### config.mk
export PLATFORM = sky130hd
export DESIGN_NAME = start_sequencer
export DESIGN_NICKNAME = d
export VERILOG_FILES = /design/src/rtl/start_sequencer.sv
export SDC_FILE = /design/constraint.sdc
export NUM_CORES = 1
export LEC_CHECK = 0
export ABC_AREA = 0
export CORE_UTILIZATION = 55
export CTS_CLUSTER_SIZE = 30
export DETAILED_ROUTE_END_ITERATION = 8
export PLACE_DENSITY = 0.78
export SLEW_MARGIN = 5
export SYNTH_ARGS = -nofsm -noshare
export SYNTH_HDL_FRONTEND = slang
export SYNTH_SLANG_ARGS = --single-unit
### constraint.sdc
create_clock -name clk -period 2.1 [get_ports clk]
set_input_delay 0.42 -clock clk [delete_from_list [all_inputs] [get_ports clk]]
set_output_delay 0.42 -clock clk [all_outputs]
set_load 0.03 [all_outputs]
### src/rtl/start_sequencer.sv
// start_sequencer: synchronised, debounced one-shot launch level with
// done/watchdog termination, release lockout and saturating run counter.
module start_sequencer #(
   parameter int DEBOUNCE_CYCLES = 16,
   parameter int TIMEOUT_CYCLES  = 1024,
   parameter int RUN_CNT_W       = 8
) (
   input  logic                 clk,
   input  logic                 reset_n,
   input  logic                 btn_in,
   input  logic                 done_in,
   output logic                 start,
   output logic                 busy,
   output logic                 timeout,
   output logic [RUN_CNT_W-1:0] run_count
);

   localparam int DB_W = $clog2(DEBOUNCE_CYCLES);
   localparam int TM_W = $clog2(TIMEOUT_CYCLES) + 1;
   localparam logic [DB_W-1:0] DB_LAST = DB_W'(DEBOUNCE_CYCLES - 1);
   localparam logic [TM_W-1:0] TM_LAST = TM_W'(TIMEOUT_CYCLES - 1);
   localparam bit WD_EN = (TIMEOUT_CYCLES != 0);

   typedef enum logic [1:0] {
      S_IDLE,
      S_DEBOUNCE,
      S_RUN,
      S_RELEASE
   } state_e;

   state_e               state_q, state_d;
   logic                 s1_q, btn_s_q;
   logic [DB_W-1:0]      db_q, db_d;
   logic [TM_W-1:0]      tm_q, tm_d;
   logic                 timeout_q, timeout_d;
   logic [RUN_CNT_W-1:0] run_q, run_d;

   always_ff @(posedge clk) begin
      if (!reset_n) begin
         state_q   <= S_IDLE;
         s1_q      <= 1'b0;
         btn_s_q   <= 1'b0;
         db_q      <= '0;
         tm_q      <= '0;
         timeout_q <= 1'b0;
         run_q     <= '0;
      end else begin
         state_q   <= state_d;
         s1_q      <= btn_in;
         btn_s_q   <= s1_q;
         db_q      <= db_d;
         tm_q      <= tm_d;
         timeout_q <= timeout_d;
         run_q     <= run_d;
      end
   end

   always_comb begin
      state_d   = state_q;
      db_d      = db_q;
      tm_d      = tm_q;
      timeout_d = timeout_q;
      run_d     = run_q;
      unique case (state_q)
         S_IDLE: begin
            if (btn_s_q) begin
               state_d = S_DEBOUNCE;
               db_d    = '0;
            end
         end
         S_DEBOUNCE: begin
            if (!btn_s_q) begin
               state_d = S_IDLE;
            end else if (db_q == DB_LAST) begin
               state_d   = S_RUN;
               tm_d      = '0;
               timeout_d = 1'b0;
            end else begin
               db_d = db_q + DB_W'(1);
            end
         end
         S_RUN: begin
            // done has priority over a watchdog expiry in the same cycle
            if (done_in) begin
               state_d = S_RELEASE;
               db_d    = '0;
               if (run_q != '1) begin
                  run_d = run_q + RUN_CNT_W'(1);
               end
            end else if (WD_EN && tm_q == TM_LAST) begin
               state_d   = S_RELEASE;
               db_d      = '0;
               timeout_d = 1'b1;
            end else if (tm_q != '1) begin
               tm_d = tm_q + TM_W'(1);
            end
         end
         S_RELEASE: begin
            if (btn_s_q) begin
               db_d = '0;
            end else if (db_q == DB_LAST) begin
               state_d = S_IDLE;
            end else begin
               db_d = db_q + DB_W'(1);
            end
         end
         default: begin
            state_d = S_IDLE;
         end
      endcase
   end

   assign start     = (state_q == S_RUN);
   assign busy      = (state_q != S_IDLE);
   assign timeout   = timeout_q;
   assign run_count = run_q;

endmodule

==> flow_summary.toml <==
[status]
status = "complete, no violations"

[synthesis]
ys_types = 47
syn_area_per_cell_um2 = 9.142
yosys_warnings = 0
netlist_top_cells_area = "dfxtp_1, nand3_1, a31oi_1, a21oi_1, nand2_1"
netlist_area_um2 = 1463
ys_ff_latch = 28
synth_common_cells = "dfxtp_1, nand3_1, nand2_1"
syn_inst = 160
synth_edf_count = 0
synth_nets = 167
yosysTopAreaCell = "dfxtp_1"
synthDominantCellAreaShare_pct = 38.32
yosys.cell_count.top_type = "dfxtp_1"
seq_area_frac_synth_pct = 38.32
synth_flop_cell = "dfxtp_1"
synthArstFlopShare_pct = 0

[worst_setup_path]
crit_required_ps = 2370
critPathMaxFanout = 10
path_class = "reg -> reg"
r2r_end = "tm_q[6]"
startpoint_type = "register"
reg2reg_slack_ps = 190
r2r_start = "db_q[0]"
end_kind = "register"
arrival_ps = 2170
ff2ff_path_depth = 5

[grt]
globalRouteTotalUtil_pct = 23.30
grt_antenna_before_repair = 0
grt_pass1_wl_um = 4850
overflow = 0
grt_max_degree = 15
first_global_vias = 1100

[timing]
fmaxAchievable_ghz = 0.5247
holdWs_ps = 462.8
setup_viol = 0
fin_setup_tns_ps = 0
fin_worst_skew_ps = 7.591
hold_violations = 0
worstMarginPinSlew_ps = 553.6
fin_crit_ps = 1906
maxSlewHeadroom_pct = 62.14
slew_violations = 0
fin_ws_ps = 194.0
rsz0062_at_grt = "false"
finalCritPeriodShare_pct = 90.76

[layout]
fin_nets = 184
ff_latch_area_um2 = 561.8
drive_gt1_share_pct = 13.14
utilization_pct = 66.27
area_delta_synth_final_pct = 13.26
num-fill-cells = 215
antenna_cells = 0
multi_input_area_um2 = 834.6

[cts]
cts_tree = "yes"
cts_buffer_depth = 2
insertion_delay_ps = 320
cts.clk_slew.worst_paths_ps = 140
cts-htree-levels = 1
clockRootBuffer = "clkbuf_4"
numClockSinks = 28
hold_buffers = 0
cts_made_buffers = 3

[hold_path]
min_path_type = "reg -> reg"
min_from = "timeout"
worstHoldPathCells = 2
hold-path-endpoint = "timeout"

[routing]
detail_route.wl_per_cell_um = 14.93
wl_met2_um = 1499
viasPerCell = 6.239
drc = 0
top_layer = "met4"
first_pass_iters = 4
drtIter0Drc = 28
vias = 1279
drt-total-wl_um = 3060
wl_met3_um = 96
antenna_left = 0
wirelength_met1_um = 1448

[place]
gp_congestion = 0.9393
dp_hpwl_um = 2291
port_buffers = 14
placement.setup.worst_slack_ps = 5.598

[pwr]
p_per_area_nw_per_um2 = 474.5
power_leakage_nw = 0.5874
ir_worst_vdd_v = 0.0004423
total_power_w = 0.0007860

[floorplanning]
ios = 15
coreArea_um2 = 2500
die_y_um = 53.57
dieArea_um2 = 2870
initial_utilization_pct = 58.51
die_x_um = 53.57
rows = 18

[run]
maxCapViolCount = 0
[layout by cell type, fill, tap and decap left out, drive strengths merged, types with 2 or more instances in the layout]
| cell | n |
|---|---|
| nand3 | 14 |
| or2 | 2 |
| mux2i | 3 |
| nor2 | 7 |
| and4 | 3 |
| or3 | 2 |
| and3 | 6 |
| nor3b | 2 |
| nand3b | 3 |
| and2 | 4 |
| o41ai | 2 |
| inv | 4 |
| dfxtp | 28 |
| buf | 7 |
| a211oi | 4 |
| nand4 | 6 |
| a31oi | 9 |
| clkbuf | 3 |
| o21a | 3 |
| a21boi | 2 |
| or4 | 2 |
| ha | 3 |
| nand2 | 12 |
| clkdlybuf4s50 | 12 |
| xnor2 | 5 |
| o21ai | 2 |
| a21oi | 9 |
| a2111oi | 2 |
[cells by family (layout without fill, tap and decap cells)]
| group | Yosys count | count (layout) | synth area share [%] |
|---|---|---|---|
| flip-flops | 28 | 28 | 38.32 |
| AO/OA/AOI/OAI | 40 | 40 | 20.27 |
| multiplexers | 3 | 3 | 2.053 |
| buffers and inverters | 12 | 27 | 4.961 |
| XOR/XNOR | 6 | 6 | 3.593 |
| AND/OR/NAND/NOR | 68 | 68 | 28.23 |
| adder cells (fa/ha/maj) | 3 | 3 | 2.567 |
[through the flow]
stage	area [um2]	instances
2_1_floorplan	1463	160
3_3_place_gp	1625	202
3_5_place_dp	1625	202
4_1_cts	1649	205
5_1_grt	1657	205
6_report	1657	205
[routing by layer]
metal	track usage (%)	up-vias
met5	0	-
met1	31.50	609
met4	7.456	0
met2	37.92	30
li1	-	634
met3	3.390	6
[sequential cells by signal, indices dropped and copies added, names as in the netlist, named ones only]
register   cells
btn_s_q        1
db_q           4
run_count      8
s1_q           1
state_q        1
timeout        1
tm_q          11
[final cells by class]
cell class	instances	share of cell area [%]
multi-input cells	120	50.38
flip-flops and latches	28	33.91
repair buffers	20	11.18
well taps	30	2.266
clock buffers	3	1.360
inverters	4	0.9063
[power breakdown]
part / internal [W] / switching, W / leakage (nW)
Combinational: 0.0000147 / 0.0000195 / 0.347
Clock: 0.0000672 / 0.000148 / 0.0138
Sequential: 0.000534 / 0.00000305 / 0.226
Total: 0.000616 / 0.000170 / 0.587
[worst max path at each step]
| stage | start | endpoint | slack, ps |
|---|---|---|---|
| after floorplan | run_count[0] | run_count[5] | 400 |
| after global placement | done_in | timeout | 30 |
| after detailed placement | done_in | run_count[5] | 6 |
| after CTS | state_q[0] | busy | 40 |
| after global routing | db_q[0] | tm_q[6] | 60 |
| final | db_q[0] | tm_q[6] | 190 |
[repair_timing]
item | CTS | global route
endpoints found under the setup margin | 1 | 2
pin swaps | 0 | 0
setup buffers | 0 | 0
resized for setup | 1 | 2
[critical path, stage by stage, from the launching register on]
cell and delay, ps:
dfxtp_1 400, ha_1 280, nand3_2 130, or3_1 520
a2111o_1 460, nand3_1 70
Power figures use the tool's default switching activity.
